**config.mk**
```make
export PLATFORM = sky130hd
export DESIGN_NAME = sc_lsu
export DESIGN_NICKNAME = d
export VERILOG_FILES = /design/src/rtl/sc_lsu.sv
export SDC_FILE = /design/constraint.sdc
export NUM_CORES = 1
export LEC_CHECK = 0
export BUFFER_PORTS_ARGS = -buffer_cell sky130_fd_sc_hd__buf_2
export CAP_MARGIN = 5
export CORE_ASPECT_RATIO = 0.9
export CORE_MARGIN = 4
export CORE_UTILIZATION = 55
export DETAILED_ROUTE_END_ITERATION = 10
export GPL_ROUTABILITY_DRIVEN = 1
export PLACE_DENSITY_LB_ADDON = 0.05
export SYNTH_ARGS = -nofsm -noshare
export SYNTH_HDL_FRONTEND = slang
export SYNTH_SLANG_ARGS = --single-unit
```
**constraint.sdc**
```tcl
create_clock -name clk -period 5.2 [get_ports clk]
set_input_delay 0.52 -clock clk [delete_from_list [all_inputs] [get_ports clk]]
set_output_delay 0.52 -clock clk [all_outputs]
set_load 0.01 [all_outputs]
```
**src/rtl/sc_lsu.sv**
```systemverilog
// sc_lsu: load/store unit between the single-cycle core and the word-organised data memory.
// Optional misalignment trap: define SC_LSU_MISALIGN_TRAP_EN; otherwise low address bits are masked.
module sc_lsu (
   input  logic        clk,
   input  logic        clrn,
   input  logic        req,
   input  logic        we,
   input  logic [1:0]  size,
   input  logic        sext,
   input  logic [31:0] addr,
   input  logic [31:0] wdata,
   output logic        ready,
   output logic        done,
   output logic        err,
   output logic [31:0] rdata,
   output logic        mem_wen,
   output logic [31:0] mem_addr,
   output logic [31:0] mem_win,
   input  logic [31:0] mem_rout
);

   typedef enum logic [2:0] {IDLE, LOAD, STW, RMW_RD, RMW_WR, DONE, ERR} state_t;

   state_t      state;
   logic [1:0]  size_q;
   logic        sext_q;
   logic [1:0]  alo_q;
   logic [15:0] wd_q;

   logic        is_word;
   logic        misaligned;
   logic [31:0] eff_addr;
   logic [7:0]  lane_b;
   logic [15:0] lane_h;
   logic [31:0] load_val;
   logic [31:0] merged;

   // Size 11 behaves as a word access.
   assign is_word = size[1];

   // NOTE: every always_comb output gets a default first so no latch is inferred.
   always_comb begin
      eff_addr   = addr;
      misaligned = 1'b0;
`ifdef SC_LSU_MISALIGN_TRAP_EN
      misaligned = (is_word && (addr[1:0] != 2'b00)) || ((size == 2'b01) && addr[0]);
`else
      if (is_word)
         eff_addr[1:0] = 2'b00;
      else if (size == 2'b01)
         eff_addr[0] = 1'b0;
`endif
   end

   assign lane_b = mem_rout[{alo_q, 3'b000} +: 8];
   assign lane_h = alo_q[1] ? mem_rout[31:16] : mem_rout[15:0];

   always_comb begin
      case (size_q)
         2'b00:   load_val = {{24{sext_q & lane_b[7]}}, lane_b};
         2'b01:   load_val = {{16{sext_q & lane_h[15]}}, lane_h};
         default: load_val = mem_rout;
      endcase
   end

   // Read-modify-write: only the addressed lane takes the new data.
   always_comb begin
      merged = mem_rout;
      case (size_q)
         2'b00:   merged[{alo_q, 3'b000} +: 8]     = wd_q[7:0];
         2'b01:   merged[{alo_q[1], 4'b0000} +: 16] = wd_q;
         default: merged = mem_rout;
      endcase
   end

   // NOTE: sequential state uses non-blocking assignments so every register samples pre-edge values.
   always_ff @(posedge clk or negedge clrn) begin
      if (!clrn) begin
         state    <= IDLE;
         rdata    <= '0;
         mem_addr <= '0;
         mem_win  <= '0;
         size_q   <= '0;
         sext_q   <= 1'b0;
         alo_q    <= '0;
         wd_q     <= '0;
      end else begin
         case (state)
            IDLE: begin
               if (req) begin
                  size_q <= size;
                  sext_q <= sext;
                  alo_q  <= eff_addr[1:0];
                  wd_q   <= wdata[15:0];
                  if (misaligned) begin
                     state <= ERR;
                  end else begin
                     mem_addr <= {eff_addr[31:2], 2'b00};
                     if (!we) begin
                        state <= LOAD;
                     end else if (is_word) begin
                        state   <= STW;
                        mem_win <= wdata;
                     end else begin
                        state <= RMW_RD;
                     end
                  end
               end
            end
            LOAD: begin
               rdata <= load_val;
               state <= DONE;
            end
            STW:    state <= DONE;
            RMW_RD: begin
               mem_win <= merged;
               state   <= RMW_WR;
            end
            RMW_WR: state <= DONE;
            DONE:   state <= IDLE;
            ERR:    state <= IDLE;
            default: state <= IDLE;
         endcase
      end
   end

   // Decoded from state so a reset drops mem_wen without waiting for a clock.
   assign ready   = (state == IDLE);
   assign done    = (state == DONE) || (state == ERR);
   assign mem_wen = (state == STW) || (state == RMW_WR);
`ifdef SC_LSU_MISALIGN_TRAP_EN
   assign err = (state == ERR);
`else
   assign err = 1'b0;
`endif

endmodule
```
==> results of run 1 <==
cell usage after synthesis (2+ instances only):
| master | count |
|---|---|
| buf_4 | 5 |
| o22ai_1 | 5 |
| buf_6 | 3 |
| o22a_1 | 9 |
| dfrtp_1 | 118 |
| nor3_1 | 2 |
| nor2_1 | 23 |
| o221ai_2 | 8 |
| o21ai_1 | 61 |
| mux2_1 | 7 |
| inv_1 | 12 |
| nand2_1 | 196 |
| a22o_1 | 14 |
| and3_1 | 2 |
| a21oi_1 | 28 |
| a221oi_1 | 24 |
| clkbuf_1 | 23 |
| a41oi_2 | 2 |
| a222oi_1 | 7 |
| buf_2 | 17 |
| o221a_2 | 2 |
| nand3b_1 | 2 |
| or3b_1 | 2 |
| o21ai_0 | 21 |
| o221a_1 | 6 |
| a21o_1 | 8 |
| and3b_1 | 2 |
| and2_1 | 2 |
| mux2_2 | 2 |
| buf_1 | 6 |
| a22oi_1 | 14 |
| nand3_1 | 2 |
| nor2b_1 | 5 |
| mux2i_1 | 2 |
| ha_1 | 5 |
stage by stage:
step	cells	instance area [sq um]
2_1_floorplan	671	6070
3_3_place_gp	957	7040
3_5_place_dp	957	7040
4_1_cts	987	7610
5_1_grt	987	7610
6_report	987	7610
worst register-to-register path, cell delays in order, from the launching register on:
cell and delay [ps]:
dfrtp_1 1030, inv_1 670, ha_1 550, nand2_1 80
nor4_2 580, a221oi_1 200, o21ai_1 180
worst min-delay path by stage:
stage / startpoint / end / slack, ps / cells past startpoint
finish: clrn / mem_win[23] / 130 / 1
global route: clrn / mem_win[23] / 170 / 1
CTS: clrn / mem_win[23] / 150 / 1
detailed placement: mem_addr[30] / mem_addr[30] / 460 / 2
global placement: mem_addr[22] / mem_addr[22] / 450 / 2
floorplan: clrn / alo_q[0] / 220 / 0
cell families after synthesis:
logic type                 synth area share (%)
muxes                                      2.00
DFF                                        48.7
xor gates and xnor gates                  0.289
adders and majority gates                  1.03
AOI/OAI and AO/OA                          25.2
buffers and inverters                      5.12
and+or+nand+nor                            17.6
other                                    0.0618
metal layers:
metal	routed length (microns)	GRT usage [%]
met1	8050	42.2
met2	9440	50.1
met3	2190	12.0
met4	448	9.02
met5	0	0
state kept, by name (all words and copies together) (netlist names):
signal    flops
mem_win      32
state         3
rdata        32
alo_q         2
sext_q        1
wd_q         16
mem_addr     30
size_q        2
layout make-up:
cell class                      instances  area, sq um  share of cell area [%]
Tap cell                              133          166                    2.19
Multi-Input combinational cell        487         2810                    37.0
Timing Repair Buffer                  207         1060                    13.9
Inverter                               12         45.0                   0.592
Clock buffer                           27          513                    6.74
Clock inverter                          3         65.1                   0.854
Sequential cell                       118         2950                    38.8
where the power goes:
part | leakage [uW] | internal (uW) | switching, uW
Sequential | 0.00142 | 1360 | 394
Combinational | 0.00197 | 768 | 1200
Clock | 0.000284 | 762 | 388
==> results.json, run 1 <==
{
  "outcome": "completed",
  "worst_hold_slack_ps": 126,
  "grt_first_pass_wirelength_mm": 31.5,
  "clkLatencyLatePin_ps": 420,
  "layout_setup_ws_ps": 1840,
  "ff2ff_setup_slack_ps": 1840,
  "cts_htree_levels": 4,
  "post-route-period-util_pct": 64.7,
  "portBuffers": 199,
  "startpoint_type": "flop",
  "area_delta_synth_final_pct": 25.6,
  "r2r_cells": 6,
  "netlist_instances": 669,
  "ys.flop_type": "dfrtp_1",
  "hold_path.class": "primary input to async pin",
  "postSynthAreaPerCell_sq_um": 9.06,
  "globalRouteTotalUtil_pct": 32.1,
  "fin_nets": 951,
  "cts_tree": "done",
  "worstSetupStartpoint": "alo_q[1]",
  "fin_crit_ps": 3360,
  "grt_max_degree": 68,
  "p_per_area_mw_per_mm2": 640,
  "layout_common_cells": "buf_2 (198), nand2_1 (196), dfrtp_1 (118)",
  "path_buf_inv": 1,
  "cts_setup_buffers": 0,
  "slew_violations": 0,
  "die_y_microns": 108,
  "max_slew_margin_pct": 30.2,
  "post_cts_resized": 0,
  "hold_viol": 0,
  "ant_nets": 0,
  "n_antenna_cell": 0,
  "max_stage_delay_ps": 1030,
  "required_ps": 5540,
  "cts_hold_buffers": 0,
  "grt_overflow_total": 0,
  "gp_congestion": 0.911,
  "first_global_vias": 5708,
  "path_class": "flop to flop",
  "clockRootBuffer": "clkbuf_16",
  "yosys.area.top_type": "dfrtp_1",
  "vias": 6011,
  "pre_cts_slack_ps": 1900,
  "drtPass1Iterations": 5,
  "clkSinkCount": 118,
  "cp-endpoint": "mem_win[16]",
  "worstMarginPinSlew_ps": 1050,
  "fillers": 891,
  "avgRoutedWirePerCell_microns": 20.4,
  "rr_startpoint": "alo_q[1]",
  "path_cells": "inv_1 > ha_1 > nand2_1 > nor4_2 > a221oi_1 > o21ai_1",
  "total_power_uw": 4870,
  "clk_pin_slew_ps": 50,
  "synthArstFlopShare_pct": 100,
  "fin_skew_ps": 10.1,
  "die-area_sq_mm": 0.0128,
  "first_iter_violations": 703,
  "worstReg2RegEnd": "mem_win[16]",
  "fin_util_pct": 70.4,
  "drc": 0,
  "cts_buffers": 17,
  "netlist.area_leader.share_pct": 48.7,
  "worstPathArrival_ps": 3700,
  "cts.path.max_buffers": 2,
  "p_leak_uw": 0.00368,
  "critPathCaptureType": "flop",
  "routed_wl_mm": 20.1,
  "synth_cell_types": 57,
  "synth_area_leaders": "dfrtp_1 (49%), nand2_1 (12%), o21ai_1 (5.0%), a221oi_1 (3.5%), a21oi_1 (2.3%)",
  "synth-edff-count": 0,
  "crit_family": "flip-flops",
  "syn_area_sq_mm": 0.00606,
  "design.core.area_sq_mm": 0.0108,
  "cp.depth": 6,
  "rows": 36,
  "finalSetupTns_ps": 0,
  "antenna_found_initial": 0,
  "finalSetupViolCount": 0,
  "ir_worst_vdd_v": 0.000347,
  "ys_seq_area_share_pct": 48.7,
  "dp_hpwl_mm": 14.4,
  "ys_warn_count": 0,
  "start_util_pct": 56.1,
  "drive_gt1_share_pct": 29.6,
  "final_common_cell": "buf_2",
  "rsz0062_at_grt": "false",
  "ys_seq_elements": 118,
  "cp_max_fo": 30,
  "num_io_pins": 203,
  "vias_per_cell": 6.09,
  "cpMaxStageDelayCell": "dfrtp_1",
  "fmax_mhz": 297,
  "chipWidth_microns": 119,
  "drv_cap": 0
}
(Power assumes the default switching activity.)
==> run 2, diff against run 1 <==
- CORE_UTILIZATION: 55 -> 51
- clock period: 5.2 -> 3.2 ns (I/O delays scaled with it)
==> results.json, run 2 (synthesis results as in run 1) <==
{
  "cts_buffers": 17,
  "routed_wl_mm": 20.1,
  "hold_viol": 0,
  "die-area_sq_mm": 0.0137,
  "cp-endpoint": "mem_win[22]",
  "cts.path.max_buffers": 2,
  "cts_tree": "done",
  "worstSetupStartpoint": "state[1]",
  "max_slew_margin_pct": 39.8,
  "outcome": "completed",
  "globalRouteTotalUtil_pct": 29.8,
  "vias": 5945,
  "drv_cap": 0,
  "reg_top3": "mem_win x32, rdata x32, mem_addr x30",
  "area_delta_synth_final_pct": 27.2,
  "grt_overflow_total": 0,
  "post-route-period-util_pct": 73.6,
  "ff2ff_setup_slack_ps": 840,
  "die_y_microns": 111,
  "clk_pin_slew_ps": 50,
  "fmax_mhz": 425,
  "finalSetupViolCount": 0,
  "n_antenna_cell": 0,
  "p_leak_uw": 0.00371,
  "cts_htree_levels": 4,
  "drtPass1Iterations": 6,
  "clkSinkCount": 118,
  "gp_congestion": 1.02,
  "layout_common_cells": "buf_2 (198), nand2_1 (196), dfrtp_1 (118)",
  "cp_max_fo": 32,
  "antenna_found_initial": 0,
  "startpoint_type": "flop",
  "cpMaxStageDelayCell": "nand3b_1",
  "grt_first_pass_wirelength_mm": 31.5,
  "worstReg2RegEnd": "mem_win[22]",
  "start_util_pct": 52.6,
  "max_stage_delay_ps": 670,
  "finalInstanceArea_sq_mm": 0.00771,
  "slew_violations": 0,
  "grt_max_degree": 67,
  "crit_family": "compound AO/OA/AOI/OAI gates",
  "critPathCaptureType": "flop",
  "vias_per_cell": 5.85,
  "path_class": "flop to flop",
  "cp.depth": 4,
  "hold_path.class": "primary input to flop",
  "rows": 37,
  "p_per_area_mw_per_mm2": 1040,
  "clockRootBuffer": "clkbuf_16",
  "finalSetupTns_ps": 0,
  "portBuffers": 199,
  "fin_crit_ps": 2360,
  "drive_gt1_share_pct": 30.2,
  "path_buf_inv": 0,
  "avgRoutedWirePerCell_microns": 19.8,
  "cts_setup_buffers": 0,
  "worstPathArrival_ps": 2690,
  "fin_nets": 956,
  "chipWidth_microns": 123,
  "r2r_cells": 4,
  "final_common_cell": "buf_2",
  "ir_worst_vdd_v": 0.000573,
  "ant_nets": 0,
  "first_global_vias": 5840,
  "dp_hpwl_mm": 14.4,
  "clkLatencyLatePin_ps": 420,
  "worstMarginPinSlew_ps": 901,
  "required_ps": 3540,
  "drc": 0,
  "path_cells": "nand3b_1 > o21ai_4 > o22ai_1 > a41oi_2",
  "num_io_pins": 203,
  "placed_cell_area_sq_mm": 0.00711,
  "first_iter_violations": 634,
  "rr_startpoint": "state[1]",
  "rsz0062_at_grt": "false",
  "design.core.area_sq_mm": 0.0115,
  "fin_skew_ps": 3.86
}
## run 2: layout make-up
| cell class | count | area, sq um |
|---|---|---|
| multi-input cells | 487 | 2810 |
| fillers | 980 | 3820 |
| repair buffers | 212 | 1110 |
| well taps | 156 | 195 |
| clock buffers | 23 | 468 |
| inverters | 12 | 45.0 |
| flip-flops and latches | 118 | 2950 |
| clock inverters | 9 | 125 |
## run 2: what timing repair did
item | 4_1_cts | 5_1_grt
endpoints found under the hold margin | 52 | 0
hold buffers | 1 | 0
resized for setup | 0 | 0
## run 2: report_power, final
part	switching (uW)	internal (uW)	leakage (uW)
Sequential	527	2220	0.00142
Combinational	2050	1270	0.00200
Clock	667	1260	0.000287
## run 2: per-stage QoR
| step | utilization, % | instances | total power (uW) | hold slack (ps) | setup WS, ps |
|---|---|---|---|---|---|
| floorplan | - | 671 | 4770 | 24.4 | 1030 |
| global placement | 61.7 | 984 | 5940 | 394 | 1020 |
| detailed placement | 61.7 | 984 | 6040 | 402 | 937 |
| CTS | 66.9 | 1017 | 8000 | 77.6 | 920 |
| global route | 66.9 | 1017 | 8520 | 90.4 | 729 |
| finish | 66.9 | 1017 | 7990 | 86.7 | 844 |
## run 2: worst min path at each step
| stage | depth (start not counted) | startpoint | slack (ps) | to |
|---|---|---|---|---|
| 2_1_floorplan | 0 | clrn | 20 | alo_q[0] |
| 3_3_place_gp | 1 | clrn | 390 | mem_win[25] |
| 3_5_place_dp | 1 | clrn | 400 | mem_win[25] |
| 4_1_cts | 3 | addr[15] | 80 | mem_addr[15] |
| 5_1_grt | 3 | addr[26] | 90 | mem_addr[26] |
| 6_report | 3 | addr[21] | 90 | mem_addr[21] |
## run 2: routing by layer
layer  up-vias  global-route usage (%)  wire length, microns
met5         -                       0                     0
met4         0                    10.7                   517
met3        50                    7.52                  1780
met2       273                    45.9                  9250
met1      2881                    40.9                  8550
li1       2741                       -                     -
## run 2: worst register-to-register path, cell delays in order, from the launching register on
cell	delay (ps)
dfrtp_1	550
nand3b_1	670
o21ai_4	620
o22ai_1	240
a41oi_2	200
==> run 3, diff against run 2 <==
- clock period: 3.2 -> 2.4 ns (I/O delays scaled with it)
==> results.json, run 3 (synthesis results as in run 1) <==
{
  "die_y_microns": 111,
  "clockRootBuffer": "clkbuf_16",
  "finalSetupViolCount": 0,
  "worst_hold_slack_ps": 9.69,
  "drtPass1Iterations": 6,
  "ff2ff_setup_slack_ps": 210,
  "fin_crit_ps": 2190,
  "first_iter_violations": 605,
  "grt_first_pass_wirelength_mm": 32.8,
  "fin_nets": 973,
  "finalSetupTns_ps": 0,
  "chipWidth_microns": 123,
  "worstMarginPinSlew_ps": 758,
  "clkLatencyLatePin_ps": 420,
  "grt_overflow_total": 0,
  "drv_cap": 0,
  "reg_top3": "mem_win x32, rdata x32, mem_addr x30",
  "grt_max_degree": 53,
  "clkSinkCount": 118,
  "slew_violations": 0,
  "first_global_vias": 5954,
  "p_leak_uw": 0.00379,
  "rows": 37,
  "hold_path.class": "primary input to flop",
  "final_common_cell": "buf_2",
  "r2r_cells": 4,
  "n_antenna_cell": 0,
  "post-route-period-util_pct": 91.4,
  "vias_per_cell": 5.92,
  "layout_common_cells": "buf_2 (198), nand2_1 (196), dfrtp_1 (118)",
  "portBuffers": 199,
  "worstPathArrival_ps": 2480,
  "antenna_found_initial": 0,
  "gp_congestion": 0.930,
  "num_io_pins": 203,
  "cp_max_fo": 18,
  "p_per_area_mw_per_mm2": 1360,
  "ant_nets": 0,
  "rsz0062_at_grt": "false",
  "dp_hpwl_mm": 15.2,
  "cts_buffers": 17,
  "cts_tree": "done",
  "hold_start": "addr[8]",
  "ir_worst_vdd_v": 0.000655,
  "clk_pin_slew_ps": 50,
  "globalRouteTotalUtil_pct": 31.3,
  "drc": 0,
  "area_delta_synth_final_pct": 29.4,
  "fillers": 954,
  "outcome": "completed",
  "drive_gt1_share_pct": 31.1,
  "required_ps": 2690,
  "fin_skew_ps": 6.67,
  "fmax_mhz": 456,
  "die-area_sq_mm": 0.0137,
  "startpoint_type": "flop",
  "hold_viol": 0,
  "fin_util_pct": 68.1,
  "min_to": "mem_addr[8]",
  "critPathCaptureType": "flop",
  "cts_htree_levels": 4,
  "path_class": "flop to flop",
  "cts.path.max_buffers": 2,
  "post_cts_resized": 0,
  "max_slew_margin_pct": 49.5,
  "start_util_pct": 52.6,
  "routed_wl_mm": 21.0,
  "vias": 6105,
  "rr_startpoint": "state[1]",
  "design.core.area_sq_mm": 0.0115,
  "worstReg2RegEnd": "mem_win[25]",
  "min_path_cells": 3,
  "avgRoutedWirePerCell_microns": 20.4
}
## run 3: cell types whose count changed in the layout (fill, tap and decap cells not counted)
cell	previous run	this run
clkinv_4	0	1
dlygate4sd3_1	1	6
buf_4	12	22
bufinv_16	3	2
clkbuf_1	4	2
buf_12	1	3
## run 3: timing repair
| item | 4_1_cts | 5_1_grt |
|---|---|---|
| hold buffers | 6 | 0 |
| buffers inserted | 0 | 0 |
| endpoints found under the hold margin | 40 | 0 |
## run 3: worst max path at each step
stage	startpoint	to	slack (ps)
after floorplan	alo_q[1]	mem_win[2]	230
after global placement	state[1]	mem_win[29]	270
after detailed placement	state[1]	mem_win[25]	250
after CTS	state[1]	mem_win[29]	250
after global routing	state[1]	mem_win[29]	40
final	state[1]	mem_win[25]	210
## run 3: metal layers
metal | GRT usage, % | vias up | wire length [microns]
li1 | - | 2770 | -
met3 | 8.18 | 52 | 2070
met2 | 47.2 | 324 | 9700
met1 | 43.1 | 2959 | 8690
met5 | 0 | - | 0
met4 | 12.2 | 0 | 572
## run 3: report_power, final
group / internal, uW / switching [uW]
combinational: 1790 / 2760
clock: 1560 / 898
sequential: 2950 / 745
## run 3: critical path, cell delays in order (launching register included)
cell	delay (ps)
dfrtp_1	570
and3b_1	720
o21ai_1	210
a221oi_1	430
o21ai_1	130
## run 3: layout make-up
class                   count  area [sq um]  area share [%]
clock buffers              21           460            5.87
clock inverters             9           104            1.32
inverters                  12          45.0           0.574
multi-input cells         487          2810            35.9
flip-flops and latches    118          2950            37.6
well taps                 156           195            2.49
repair buffers            229          1280            16.3
## run 3: per-stage QoR
step           cell area, sq um  cells  power, uW  worst slack (ps)
6_report                   7850   1032      10700               206
5_1_grt                    7850   1032      11400              43.8
4_1_cts                    7850   1032      10700               247
3_5_place_dp               7220    996       8200               249
3_3_place_gp               7220    996       8060               272
2_1_floorplan              6070    671       6360               231
